## src/rtl/ccff_chain_loader.sv

```systemverilog
// rtl/ccff_chain_loader.sv - Configuration-chain loader: serialises bitstream words into a ccff chain
// and optionally recirculates it once to check the loaded ones-count.
module ccff_chain_loader #(
    parameter int CHAIN_LEN = 9,
    parameter int WORD_W    = 8,
    parameter int CNT_W     = $clog2(CHAIN_LEN + 1)
) (
    input  logic              prog_clk,
    input  logic              prog_reset,
    input  logic              cfg_start,
    input  logic              cfg_verify_en,
    input  logic [WORD_W-1:0] cfg_word,
    input  logic              cfg_valid,
    output logic              cfg_ready,
    output logic              ccff_head,
    input  logic              ccff_tail,
    output logic              ccff_clk_en,
    output logic              cfg_busy,
    output logic              cfg_done,
    output logic              cfg_pass
);

    localparam int                IDX_W    = (WORD_W > 1) ? $clog2(WORD_W) : 1;
    localparam logic [IDX_W-1:0]  IDX_LAST = IDX_W'(WORD_W - 1);
    localparam logic [CNT_W-1:0]  CNT_FULL = CNT_W'(CHAIN_LEN);

    typedef enum logic [1:0] {S_IDLE, S_LOAD, S_VERIFY, S_DONE} state_t;

    state_t              state_q, state_d;
    logic [WORD_W-1:0]   buf_q, buf_d;
    logic                buf_vld_q, buf_vld_d;
    logic [IDX_W-1:0]    idx_q, idx_d;
    logic [CNT_W-1:0]    bit_cnt_q, bit_cnt_d;
    logic [CNT_W-1:0]    vcnt_q, vcnt_d;
    logic [CNT_W-1:0]    ones_load_q, ones_load_d;
    logic [CNT_W-1:0]    ones_ver_q, ones_ver_d;
    logic                verify_q, verify_d;
    logic                head_q, head_d;
    logic                load_en_q, load_en_d;
    logic                done_q, done_d;
    logic                pass_q, pass_d;
    logic                accept;

    assign cfg_ready   = (state_q == S_LOAD) && !buf_vld_q && (bit_cnt_q != CNT_FULL);
    assign accept      = cfg_valid && cfg_ready;
    // During VERIFY the chain is closed on itself, so the tail feeds the head without a register stage.
    assign ccff_head   = (state_q == S_VERIFY) ? ccff_tail : head_q;
    assign ccff_clk_en = load_en_q || (state_q == S_VERIFY);
    assign cfg_busy    = (state_q == S_LOAD) || (state_q == S_VERIFY);
    assign cfg_done    = done_q;
    assign cfg_pass    = pass_q;

    always_comb begin
        state_d     = state_q;
        buf_d       = buf_q;
        buf_vld_d   = buf_vld_q;
        idx_d       = idx_q;
        bit_cnt_d   = bit_cnt_q;
        vcnt_d      = vcnt_q;
        ones_load_d = ones_load_q;
        ones_ver_d  = ones_ver_q;
        verify_d    = verify_q;
        head_d      = head_q;
        load_en_d   = 1'b0;
        done_d      = done_q;
        pass_d      = pass_q;

        case (state_q)
            S_IDLE, S_DONE: begin
                if (cfg_start) begin
                    state_d     = S_LOAD;
                    done_d      = 1'b0;
                    pass_d      = 1'b0;
                    bit_cnt_d   = '0;
                    vcnt_d      = '0;
                    ones_load_d = '0;
                    ones_ver_d  = '0;
                    verify_d    = cfg_verify_en;
                    buf_vld_d   = 1'b0;
                    idx_d       = '0;
                end
            end
            S_LOAD: begin
                if (buf_vld_q && (bit_cnt_q != CNT_FULL)) begin
                    head_d      = buf_q[idx_q];
                    load_en_d   = 1'b1;
                    bit_cnt_d   = bit_cnt_q + CNT_W'(1);
                    ones_load_d = ones_load_q + CNT_W'(buf_q[idx_q]);
                    idx_d       = idx_q + IDX_W'(1);
                    // Leftover bits of the final word are dropped once the chain is full.
                    if ((idx_q == IDX_LAST) || (bit_cnt_d == CNT_FULL)) begin
                        buf_vld_d = 1'b0;
                        idx_d     = '0;
                    end
                end else if (accept) begin
                    buf_d     = cfg_word;
                    buf_vld_d = 1'b1;
                    idx_d     = '0;
                end
                // Leave only after the cycle presenting the last bit, so its shift edge still sees LOAD data.
                if (bit_cnt_q == CNT_FULL) begin
                    if (verify_q) begin
                        state_d = S_VERIFY;
                    end else begin
                        state_d = S_DONE;
                        done_d  = 1'b1;
                        pass_d  = 1'b1;
                    end
                end
            end
            S_VERIFY: begin
                if (vcnt_q != CNT_FULL) begin
                    vcnt_d     = vcnt_q + CNT_W'(1);
                    ones_ver_d = ones_ver_q + CNT_W'(ccff_tail);
                end
                if (vcnt_d == CNT_FULL) begin
                    state_d = S_DONE;
                    done_d  = 1'b1;
                    pass_d  = (ones_ver_d == ones_load_q);
                end
            end
            default: state_d = S_IDLE;
        endcase
    end

    always_ff @(posedge prog_clk) begin
        if (prog_reset) begin
            state_q     <= S_IDLE;
            buf_q       <= '0;
            buf_vld_q   <= 1'b0;
            idx_q       <= '0;
            bit_cnt_q   <= '0;
            vcnt_q      <= '0;
            ones_load_q <= '0;
            ones_ver_q  <= '0;
            verify_q    <= 1'b0;
            head_q      <= 1'b0;
            load_en_q   <= 1'b0;
            done_q      <= 1'b0;
            pass_q      <= 1'b0;
        end else begin
            state_q     <= state_d;
            buf_q       <= buf_d;
            buf_vld_q   <= buf_vld_d;
            idx_q       <= idx_d;
            bit_cnt_q   <= bit_cnt_d;
            vcnt_q      <= vcnt_d;
            ones_load_q <= ones_load_d;
            ones_ver_q  <= ones_ver_d;
            verify_q    <= verify_d;
            head_q      <= head_d;
            load_en_q   <= load_en_d;
            done_q      <= done_d;
            pass_q      <= pass_d;
        end
    end

endmodule

```

## config.mk

```make
export PLATFORM = sky130hd
export DESIGN_NAME = ccff_chain_loader
export DESIGN_NICKNAME = d
export VERILOG_FILES = /design/src/rtl/ccff_chain_loader.sv
export SDC_FILE = /design/constraint.sdc
export NUM_CORES = 1
export LEC_CHECK = 0
export ABC_AREA = 1
export BUFFER_PORTS_ARGS = -buffer_cell sky130_fd_sc_hd__buf_2
export CAP_MARGIN = 20
export CORE_MARGIN = 2
export CORE_UTILIZATION = 60
export CTS_CLUSTER_SIZE = 24
export DETAILED_ROUTE_END_ITERATION = 10
export PLACE_DENSITY = 0.86
export SYNTH_ARGS = -nofsm -noshare
export SYNTH_HDL_FRONTEND = slang
export SYNTH_SLANG_ARGS = --single-unit
```

## constraint.sdc

```tcl
create_clock -name prog_clk -period 4.8 [get_ports prog_clk]
set_input_delay 0.48 -clock prog_clk [delete_from_list [all_inputs] [get_ports prog_clk]]
set_output_delay 0.48 -clock prog_clk [all_outputs]
set_load 0.03 [all_outputs]
```

==> results.md, run 1 <==
- Cell taking the most area after synthesis: dfxtp_1
- Die width: between 60 and 70 um
- Arr. time, crit path: around 1.7 ns
- Synthesized instance count: around 280
- Share of the synthesized area in the top cell type: roughly 36%
- Fillers: approximately 280
- Detailed-router iteration count before antenna repair: 4
- Grt ovf: 0
- Num Clock Sinks: 35
- DRC: 0
- Layout Skew: ~0.011 ns
- Max Clk Rate: 469.6 MHz
- Clock root buffer: clkbuf_4
- Post-synth EDFFs: 0
- First-pass GRT wire length: about 7.1 mm
- Startpoint types: flop
- Core Util, Final: 70.49%
- Slew headroom: roughly 58%
- Nets@finish: 330
- Clk slew on worst S/H paths: about 0.11 ns
- Drt wl/cell: 12.32 um
- Status: complete, no violations
- Die height: ~61 um
- PortBufs: 19
- P_leak: between 0.9 and 1 nW
- ANT nets after route: 0
- Layout cell share with drive strength beyond 1: 13.82%
- H-tree Lvls: 2
- Fraction of registers with async set/reset: 0%
- Number of global-route vias before repair: 1,683
- Rows: 20
- Final setup viols: 0
- Total wire length: approximately 4.3 mm
- Slowest stage delay, CP: 0.39 ns
- CP delay by family, top: adder cells
- Vias per Instance: between 5 and 6
- Violation count after the first detailed-route iteration: around 120
- Pwr dens: approximately 570 nW/um^2
- Post-synthesis adder-cell area fraction: approximately 8.3%
- CP Capture Type: output pin
- VDD IR-drop max: 361.7 uV
- Largest net degree at the start of global routing: 20
- RSZ-0062 raised after global routing: false
- CTS buffer count: 5
- Initial Util: a little under two thirds
- CTS tree: done
- Ranking of synthesized cells by area: dfxtp_1 36%, nand2_1 13%, ha_1 8.3%
- CP Buf/Inv Count: 2
- Area of the multi-input gates: roughly 1100 sq um
- Antenna violations before repair: 0
- Least-Margin Pin Slew: slightly above 0.6 ns
- Seq/Total Area, Yosys: between 30 and 40%
- Main synth FF type: dfxtp_1
- Routability cong.: 0.8652
- ANT cells: 0
- Synth Area in XOR/XNOR: under 10%
- Slowest stage cell, crit path: ha_1
- Die ar.: about 3700 sq um
- Compound-gate portion of the synthesized area: between 10% and 20%
- Critical-path cell list: inv_1 -> ha_1 -> nand2_1 -> nor2_1 -> buf_2
- Core Box Area: 3078 sq um
- Longest Clk Path Bufs: 2
- Syn nets: approximately 310
- MaxCap Viol Count: 0
- Hpwl dp: 3.144 mm
- Clock period minus worst slack: ~2.1 ns
- Vias: between 1.5k and 2k
- Most frequent cells after synthesis: 69 x nand2_1, 35 x dfxtp_1, 34 x inv_1
- Area grow syn2layout: 10.45%
- Avg Synthesized Cell Area: 6.917 sq um
- Setup slack, reg-to-reg: ~2.7 ns
- Fin. Hold Viols: 0
- Synthesized cell area: approximately 2000 sq um
- Period utilization: approximately 44%
- Synth Area in Simple Gates: 28.73%
- Post CTS Setup Buffer Count: 0
- Worst Path Required: roughly 4.3 ns
- Final slew viol count: 0
- Worst-path maximum fanout: 12
- Most frequent cell after synthesis: nand2_1
- Tot GR Track Use: between 20% and 30%
- Main combinational cell family by area after synthesis: simple AND/OR/NAND/NOR gates
- Ports: 20
- Synth unique cells: 28
- Post-synthesis mux area share: 0%
- HP Class: in2reg
- Hold buffers post-CTS: 0
- Worst-skew pair later-pin latency: around 0.35 ns
- Reg area: around 700 sq um
- FF+latch count, synth: 35
- Number of instances resized during post-cts repair: 0
- Yosys warnings: 0
- Setup TNS Final: 0 ns
- Crit Path Class: reg2out
power breakdown:
group          internal [W]  total (W)  leakage, nW  switching, W
combinational      0.000190   0.000582        0.634      0.000391
sequential         0.000365   0.000425        0.285     0.0000596
clock              0.000123   0.000226       0.0482      0.000103
state kept, by name (all words and copies together) (netlist names), 2 cells and up:
signal,flops
bit_cnt_q,4
buf_q,8
idx_q,3
ones_load_q,4
ones_ver_q,4
state_q,2
vcnt_q,4
cell type report:
| cell class | count | area share [%] |
|---|---|---|
| Multi-Input combinational cell | 206 | 50.58 |
| Sequential cell | 35 | 32.30 |
| Inverter | 36 | 6.228 |
| Timing Repair Buffer | 19 | 4.383 |
| Tap cell | 44 | 2.537 |
| Clock buffer | 6 | 2.364 |
| Clock inverter | 2 | 1.615 |
logic make-up after synthesis:
kind of cell               count (synthesis)
buffers and inverters                     43
xor gates and xnor gates                   3
adders and majority gates                 13
DFF                                       35
and+or+nand+nor                          129
AOI/OAI and AO/OA                         61
tightest hold or removal path, stage by stage:
cell,delay (ns)
buf_2,0.07
nor2_1,0.03
nor2_1,0.08
final timing paths:
| path | start | endpoint | cells after the start |
|---|---|---|---|
| worst max register to register | state_q[1] | ones_load_q[3] | 9 |
| worst min register to register | buf_q[1] | buf_q[1] | 2 |
| worst max-delay path | state_q[1] | cfg_ready | 5 |
| worst min-delay path | cfg_word[0] | buf_q[0] | 3 |
layer usage:
layer  track usage (%)  wire length, um  up-vias
met3             6.723              222        7
met5                 0                0        -
met4             9.317               67        0
met1             33.68             2057      825
met2             40.43             1941       47
li1                  -                -      965
placed cells by master (no fill, tap or decap), drive strengths merged:
cell type	synthesis	layout
xor2	2	2
nor3	1	1
o21a	1	1
a31o	1	1
o211ai	1	1
nand2	71	71
a31oi	1	1
buf	4	19
a211oi	5	5
dfxtp	35	35
inv	36	36
ha	13	13
o21ai	21	21
clkinv	0	1
bufinv	0	1
clkbuf	3	6
nand4	5	5
nor2	33	33
or2	1	1
a21oi	30	30
xnor2	1	1
o211a	1	1
nand3	18	18
per-stage QoR:
step	std cells	area [sq um]	hold WS [ns]	power [W]	setup WS, ns
after floorplan	284	1964	0.4297	0.0008728	3.054
after global placement	340	2083	0.4525	0.0009862	2.884
after detailed placement	340	2083	0.4560	0.0009963	2.777
after CTS	348	2170	0.3464	0.001230	2.662
after global routing	348	2170	0.3397	0.001327	2.501
final	348	2170	0.3494	0.001233	2.671
Note: power is estimated with default switching activity, not from simulation.
==> run 2: changes to the inputs <==
--- a/config.mk
+++ b/config.mk
@@ -9,10 +9,10 @@
 export BUFFER_PORTS_ARGS = -buffer_cell sky130_fd_sc_hd__buf_2
 export CAP_MARGIN = 20
 export CORE_MARGIN = 2
-export CORE_UTILIZATION = 60
+export CORE_UTILIZATION = 52
 export CTS_CLUSTER_SIZE = 24
 export DETAILED_ROUTE_END_ITERATION = 10
-export PLACE_DENSITY = 0.86
+export PLACE_DENSITY = 0.79
 export SYNTH_ARGS = -nofsm -noshare
 export SYNTH_HDL_FRONTEND = slang
 export SYNTH_SLANG_ARGS = --single-unit
==> constraint.sdc (replaced) <==
create_clock -name prog_clk -period 1.8 [get_ports prog_clk]
set_input_delay 0.18 -clock prog_clk [delete_from_list [all_inputs] [get_ports prog_clk]]
set_output_delay 0.18 -clock prog_clk [all_outputs]
set_load 0.03 [all_outputs]
==> results.md, run 2 (synthesis results as in run 1) <==
- Violation count after the first detailed-route iteration: 108 (was 122)
- Clock period minus worst slack: 1.690 ns
- CTS buffer count: 5 (unchanged)
- Arr. time, crit path: 1.88 ns (was 1.65 ns)
- Detailed-router iteration count before antenna repair: 4 (unchanged)
- Startpoint types: flop (unchanged)
- VDD IR-drop max: 803.7 uV (was 361.7 uV)
- Routability cong.: 0.8471 (was 0.8652)
- Rows: 22 (was 20)
- Period utilization: 93.92%
- Least-Margin Pin Slew: 0.3988 ns (was 0.6235 ns)
- Ports: 20 (unchanged)
- Hold path start: cfg_word[3] (was cfg_word[0])
- Core Box Area: 3633 sq um (was 3078 sq um)
- Met2 WL post-DR: 1.920 mm (was 1.941 mm)
- Final slew viol count: 0 (unchanged)
- Area grow syn2layout: 17.07% (was 10.45%)
- P_leak: 0.9961 nW (was 0.9673 nW)
- Fin. Hold Viols: 0 (unchanged)
- Hpwl dp: 3.153 mm (was 3.144 mm)
- Vias per Instance: 5.211 (was 5.299)
- Total wire length: 4.138 mm (was 4.289 mm)
- Pwr dens: 1497 nW/um^2 (was 568.2 nW/um^2)
- Hold Slack: 0.1106 ns (was 0.3494 ns)
- ANT cells: 0 (unchanged)
- Hold buffers post-CTS: 0 (unchanged)
- CP Buf/Inv Count: 1 (was 2)
- Most flop-heavy register: buf_q (unchanged)
- Vias: 1,881 (was 1,844)
- Drt wl/cell: 11.46 um (was 12.32 um)
- Num Clock Sinks: 35 (unchanged)
- Placed insts: 353 (was 340)
- Worst Path Required: 1.99 ns (was 4.32 ns)
- Commonest non-fill, non-tap cell in the layout: nand2_1 (unchanged)
- CP Capture Type: flop (was output pin)
- Layout Skew: 0.008293 ns (was 0.01119 ns)
- H-tree Lvls: 2 (unchanged)
- Crit Path Class: reg2reg (was reg2out)
- Antenna violations before repair: 0 (unchanged)
- Commonest non-fill, non-tap cells in the layout: 69 x nand2_1, 33 x dfxtp_1, 31 x inv_1 (was 69 x nand2_1, 35 x dfxtp_1, 34 x inv_1)
- Tot GR Track Use: 21.32% (was 25.57%)
- First-pass GRT wire length: 7.038 mm (was 7.141 mm)
- MaxCap Viol Count: 0 (unchanged)
- Clk slew on worst S/H paths: 0.08 ns (was 0.11 ns)
- HP Class: in2reg (unchanged)
- Status: complete, no violations (unchanged)
- Final setup viols: 0 (unchanged)
- Die height: 65.46 um (was 61.22 um)
- Initial Util: 54.06% (was 63.82%)
- Clock root buffer: clkbuf_8 (was clkbuf_4)
- CP delay by family, top: compound AO/OA/AOI/OAI gates (was adder cells)
- Slew headroom: 73.38% (was 58.28%)
- Largest net degree at the start of global routing: 19 (was 20)
- Worst-path maximum fanout: 5 (was 12)
- Critical-path cell list: buf_4 -> o21ai_0 -> nand2_1 -> nor2_1 -> a31oi_2 -> ha_2 -> ha_4 -> a31o_2 -> nand2_1 -> nor2_1 (was inv_1 -> ha_1 -> nand2_1 -> nor2_1 -> buf_2)
- Max Clk Rate: just under 600 MHz
- RSZ-0062 raised after global routing: true (was false)
- Worst R2R Start: idx_q[0] (was state_q[1])
- Setup slack, reg-to-reg: 0.11 ns (was 2.70 ns)
- Slowest stage cell, crit path: dfxtp_2 (was ha_1)
- PortBufs: 19 (unchanged)
- Die width: 65.46 um (was 61.22 um)
- Layout cell share with drive strength beyond 1: 21.73% (was 13.82%)
- Worst-skew pair later-pin latency: 0.29 ns (was 0.35 ns)
- Grt ovf: 0 (unchanged)
- Wl on met1: 1.959 mm (was 2.057 mm)
- Critical Path Start: idx_q[0] (was state_q[1])
- Slowest stage delay, CP: 0.34 ns (was 0.39 ns)
- Fillers: 350 (was 279)
- Die ar.: 4285 sq um (was 3748 sq um)
- Metal3 WL: 188 um (was 222 um)
- Number of global-route vias before repair: 1,667 (was 1,683)
- ANT nets after route: 0 (unchanged)
- Largest register FFs: 8 (unchanged)
- Uppermost layer routed: met4 (unchanged)
- Final Non-Filler Cells: 361 (was 348)
- Longest Clk Path Bufs: 2 (unchanged)
- CTS tree: done (unchanged)
- Nets@finish: 339 (was 330)
- DRC: 0 (unchanged)
- Core Util, Final: 63.29% (was 70.49%)
## run 2: where the power goes
| part | internal [W] | total [W] | switching, W |
|---|---|---|---|
| sequential | 0.000980 | 0.00113 | 0.000154 |
| clock | 0.000269 | 0.000572 | 0.000303 |
| combinational | 0.000639 | 0.00174 | 0.00110 |
| total | 0.00189 | 0.00344 | 0.00156 |
## run 2: routing by layer
metal	up-vias	global-route usage, %
met5	-	0
met1	851	25.80
met4	0	7.813
li1	985	-
met2	38	36.61
met3	7	5.137
## run 2: metrics by stage
stage | cell area (sq um) | power (W) | TNS, ns | setup slack (ns)
after floorplan | 1964 | 0.002328 | 0 | 0.05356
after global placement | 2156 | 0.002731 | 0 | 0.05816
after detailed placement | 2156 | 0.002768 | -0.003200 | -0.003200
after CTS | 2253 | 0.003363 | 0 | 0.03574
after global routing | 2300 | 0.003745 | -0.06157 | -0.02930
final | 2300 | 0.003444 | 0 | 0.1095
## run 2: layout make-up
| type | instances | area [sq um] | share of cell area [%] |
|---|---|---|---|
| Timing Repair Buffer | 28 | 162.7 | 7.073 |
| Inverter | 36 | 137.6 | 5.985 |
| Tap cell | 48 | 60.06 | 2.612 |
| Multi-Input combinational cell | 206 | 1147 | 49.89 |
| Sequential cell | 35 | 703.2 | 30.58 |
| Clock inverter | 3 | 20.02 | 0.8705 |
| Clock buffer | 5 | 68.82 | 2.992 |
## run 2: final timing paths
| path | to | depth (start not counted) |
|---|---|---|
| setup reg to reg | ones_load_q[2] | 10 |
| hold reg to reg | buf_q[1] | 2 |
| hold / removal | buf_q[3] | 3 |
| setup / recovery | ones_load_q[2] | 10 |
## run 2: worst register-to-register path: cells and delay by family (launching register included)
family	cells	cell delay, ns
AO/OA/AOI/OAI	3	0.44
adder cells (fa/ha/maj)	2	0.39
buffers and inverters	1	0.15
flip-flops	1	0.34
AND/OR/NAND/NOR	4	0.26
## run 2: repair_timing
item                                   4_1_cts  5_1_grt
pin swaps                                    1        4
buffers inserted                             0        1
setup endpoints to repair                    6       11
endpoints found under the hold margin        0        0
gates resized for setup                      2       19
==> run 3: changes to the inputs <==
--- a/config.mk
+++ b/config.mk
@@ -8,11 +8,13 @@
 export ABC_AREA = 1
 export BUFFER_PORTS_ARGS = -buffer_cell sky130_fd_sc_hd__buf_2
 export CAP_MARGIN = 20
+export CORE_ASPECT_RATIO = 1.1
 export CORE_MARGIN = 2
-export CORE_UTILIZATION = 52
+export CORE_UTILIZATION = 55
+export CTS_BUF_LIST = sky130_fd_sc_hd__clkbuf_4 sky130_fd_sc_hd__clkbuf_8
 export CTS_CLUSTER_SIZE = 24
 export DETAILED_ROUTE_END_ITERATION = 10
-export PLACE_DENSITY = 0.79
+export PLACE_DENSITY = 0.83
 export SYNTH_ARGS = -nofsm -noshare
 export SYNTH_HDL_FRONTEND = slang
 export SYNTH_SLANG_ARGS = --single-unit
==> results.md, run 3 (synthesis results as in run 1) <==
- Layout Skew: 0.009825 ns (was 0.008293 ns)
- CTS tree: done (unchanged)
- Area of the multi-input gates: 1134 sq um (was 1147 sq um)
- Placed insts: 351 (was 353)
- Worst R2R Start: idx_q[0] (unchanged)
- Most flop-heavy register: buf_q (unchanged)
- Initial Util: 58.02% (was 54.06%)
- Part of the power in combinational logic: 53.1% (was 50.4%)
- HP Class: in2reg (unchanged)
- Worst-path maximum fanout: 6 (was 5)
- Vias per Instance: 5.182 (was 5.211)
- Nets@finish: 340 (was 339)
- Hold path start: cfg_word[3] (unchanged)
- Pwr dens: 1484 nW/um^2 (was 1497 nW/um^2)
- CP Buf/Inv Count: 1 (unchanged)
- Fillers: 295 (was 350)
- Final Instance Area: 2266 sq um (was 2300 sq um)
- Drt wl/cell: 11.61 um (was 11.46 um)
- ANT cells: 0 (unchanged)
- Hold buffers post-CTS: 0 (unchanged)
- Worst-skew pair later-pin latency: 0.36 ns (was 0.29 ns)
- Layout cell share with drive strength beyond 1: 21.02% (was 21.73%)
- First-pass GRT wire length: 6.789 mm (was 7.038 mm)
- Grt ovf: 0 (unchanged)
- Reg power frac: 33.9% (was 32.9%)
- Slowest stage cell, crit path: dfxtp_4 (was dfxtp_2)
- Rows: 22 (unchanged)
- Routability cong.: 0.8369 (was 0.8471)
- Worst r2r path cells: 10 (unchanged)
- Least-Margin Pin Slew: 0.3930 ns (was 0.3988 ns)
- Final setup viols: 0 (unchanged)
- Ports: 20 (unchanged)
- Antenna violations before repair: 0 (unchanged)
- Critical Path Start: idx_q[0] (unchanged)
- Commonest non-fill, non-tap cell in the layout: nand2_1 (unchanged)
- Reg area: 706.9 sq um (was 703.2 sq um)
- MaxCap Viol Count: 0 (unchanged)
- Longest Clk Path Bufs: 2 (unchanged)
- Die height: 66.68 um (was 65.46 um)
- Clock root buffer: clkbuf_4 (was clkbuf_8)
- P_sw: 0.001550 W (was 0.001556 W)
- Vias: 1,876 (was 1,881)
- Arr. time, crit path: 1.96 ns (was 1.88 ns)
- Worst Path Required: 2.05 ns (was 1.99 ns)
- CP delay by family, top: compound AO/OA/AOI/OAI gates (unchanged)
- Hpwl dp: 3.127 mm (was 3.153 mm)
- Period utilization: 95.01% (was 93.92%)
- CTS buffer count: 5 (unchanged)
- Final Non-Filler Cells: 362 (was 361)
- RSZ-0062 raised after global routing: true (unchanged)
- Startpoint types: flop (unchanged)
- Die width: 60.98 um (was 65.46 um)
- Max Clk Rate: 584.7 MHz (was 591.5 MHz)
- Hold Slack: 0.04522 ns (was 0.1106 ns)
- Crit Path Class: reg2reg (unchanged)
- H-tree Lvls: 2 (unchanged)
- Clock power frac: 13.1% (was 16.6%)
- Commonest non-fill, non-tap cells in the layout: 69 x nand2_1, 32 x dfxtp_1, 31 x inv_1 (was 69 x nand2_1, 33 x dfxtp_1, 31 x inv_1)
- Setup slack, reg-to-reg: 0.09 ns (was 0.11 ns)
- Total wire length: 4.203 mm (was 4.138 mm)
- Largest register FFs: 8 (unchanged)
- DRC: 0 (unchanged)
- Number of global-route vias before repair: 1,612 (was 1,667)
- Fin. Hold Viols: 0 (unchanged)
- P_leak: 0.9976 nW (was 0.9961 nW)
- ANT nets after route: 0 (unchanged)
- VDD IR-drop max: 922.0 uV (was 803.7 uV)
- Crit path to: ones_load_q[2] (unchanged)
- Num Clock Sinks: 35 (unchanged)
- Critical-path cell list: buf_4 -> o21ai_0 -> nand2_1 -> nor2_1 -> a31oi_1 -> ha_2 -> ha_1 -> a31o_2 -> nand2_1 -> nor2_1 (was buf_4 -> o21ai_0 -> nand2_1 -> nor2_1 -> a31oi_2 -> ha_2 -> ha_4 -> a31o_2 -> nand2_1 -> nor2_1)
- Slowest stage delay, CP: 0.37 ns (was 0.34 ns)
- Clock period minus worst slack: 1.710 ns (was 1.690 ns)
- Clk slew on worst S/H paths: 0.10 ns (was 0.08 ns)
- Core Box Area: 3386 sq um (was 3633 sq um)
- Die ar.: 4066 sq um (was 4285 sq um)
- Largest net degree at the start of global routing: 19 (unchanged)
- Final slew viol count: 0 (unchanged)
- Internal power: 0.001813 W (was 0.001888 W)
- Sw Share: 46.08% (was 45.18%)
- Tot GR Track Use: 22.44% (was 21.32%)
- Stages on worst setup path: 10 (unchanged)
- RR Endpoint: ones_load_q[2] (unchanged)
- DP Area: 2141 sq um (was 2156 sq um)
- Status: complete, no violations (unchanged)
- CP Capture Type: flop (unchanged)
- Violation count after the first detailed-route iteration: 123 (was 108)
- Post-Place Worst Slack: 0.01259 ns (was -0.003200 ns)
- Setup WS post-layout: 0.08974 ns (was 0.1095 ns)
- Area grow syn2layout: 15.35% (was 17.07%)
- PortBufs: 19 (unchanged)
- Detailed-router iteration count before antenna repair: 4 (unchanged)
- Slew headroom: 73.77% (was 73.38%)
run 3: final cells by class:
| type | instances | share of cell area (%) |
|---|---|---|
| multi-input combinational | 206 | 50.03 |
| sequential | 35 | 31.20 |
| timing repair buffer | 29 | 7.620 |
| inverter | 36 | 5.964 |
| tap | 48 | 2.650 |
| clock buffer | 6 | 1.988 |
| clock inverter | 2 | 0.5522 |
run 3: how the worst min path moves through the flow:
stage | endpoint | slack [ns] | cells past startpoint
finish | buf_q[3] | 0.05 | 3
global route | buf_q[4] | 0.03 | 3
CTS | buf_q[3] | 0.03 | 3
detailed placement | buf_q[3] | 0.41 | 3
global placement | buf_q[7] | 0.40 | 3
floorplan | buf_q[0] | 0.31 | 2
run 3: timing repair:
action / CTS / global route
gates resized for setup: 1 / 19
endpoints found under the setup margin: 1 / 26
hold endpoints to repair: 0 / 0
pin swaps: 0 / 1
buffers inserted: 0 / 3
run 3: metal layers:
metal  GRT usage [%]  vias to the layer above  share of wire [%]
met1           27.48                      854                 46
met4           7.609                        0                1.4
met3           6.602                        6                4.4
met5               0                        -                  0
met2           36.96                       34                 48
li1                -                      982                  -
run 3: metrics by stage:
| stage | util, % | power (W) | TNS (ns) |
|---|---|---|---|
| 2_1_floorplan | - | 0.002328 | 0 |
| 3_3_place_gp | 63.23 | 0.002714 | 0 |
| 3_5_place_dp | 63.23 | 0.002747 | 0 |
| 4_1_cts | 64.97 | 0.003193 | 0 |
| 5_1_grt | 66.93 | 0.003649 | -0.3011 |
| 6_report | 66.93 | 0.003363 | 0 |
run 3: worst reg2reg max path, cell delays in order, from the launching register on:
cell and delay (ns):
dfxtp_4 0.37, buf_4 0.13, o21ai_0 0.14, nand2_1 0.07, nor2_1 0.10, a31oi_1 0.07, ha_2 0.21, ha_1 0.19
a31o_2 0.23, nand2_1 0.06, nor2_1 0.04
run 3: power by group through the flow:
stage	Combinational [W]	Clock (W)	Sequential [W]
6_report	0.00178	0.000440	0.00114
5_1_grt	0.00201	0.000476	0.00116
4_1_cts	0.00162	0.000448	0.00113
3_5_place_dp	0.00161	0	0.00114
3_3_place_gp	0.00158	0	0.00113
2_1_floorplan	0.00119	0	0.00114
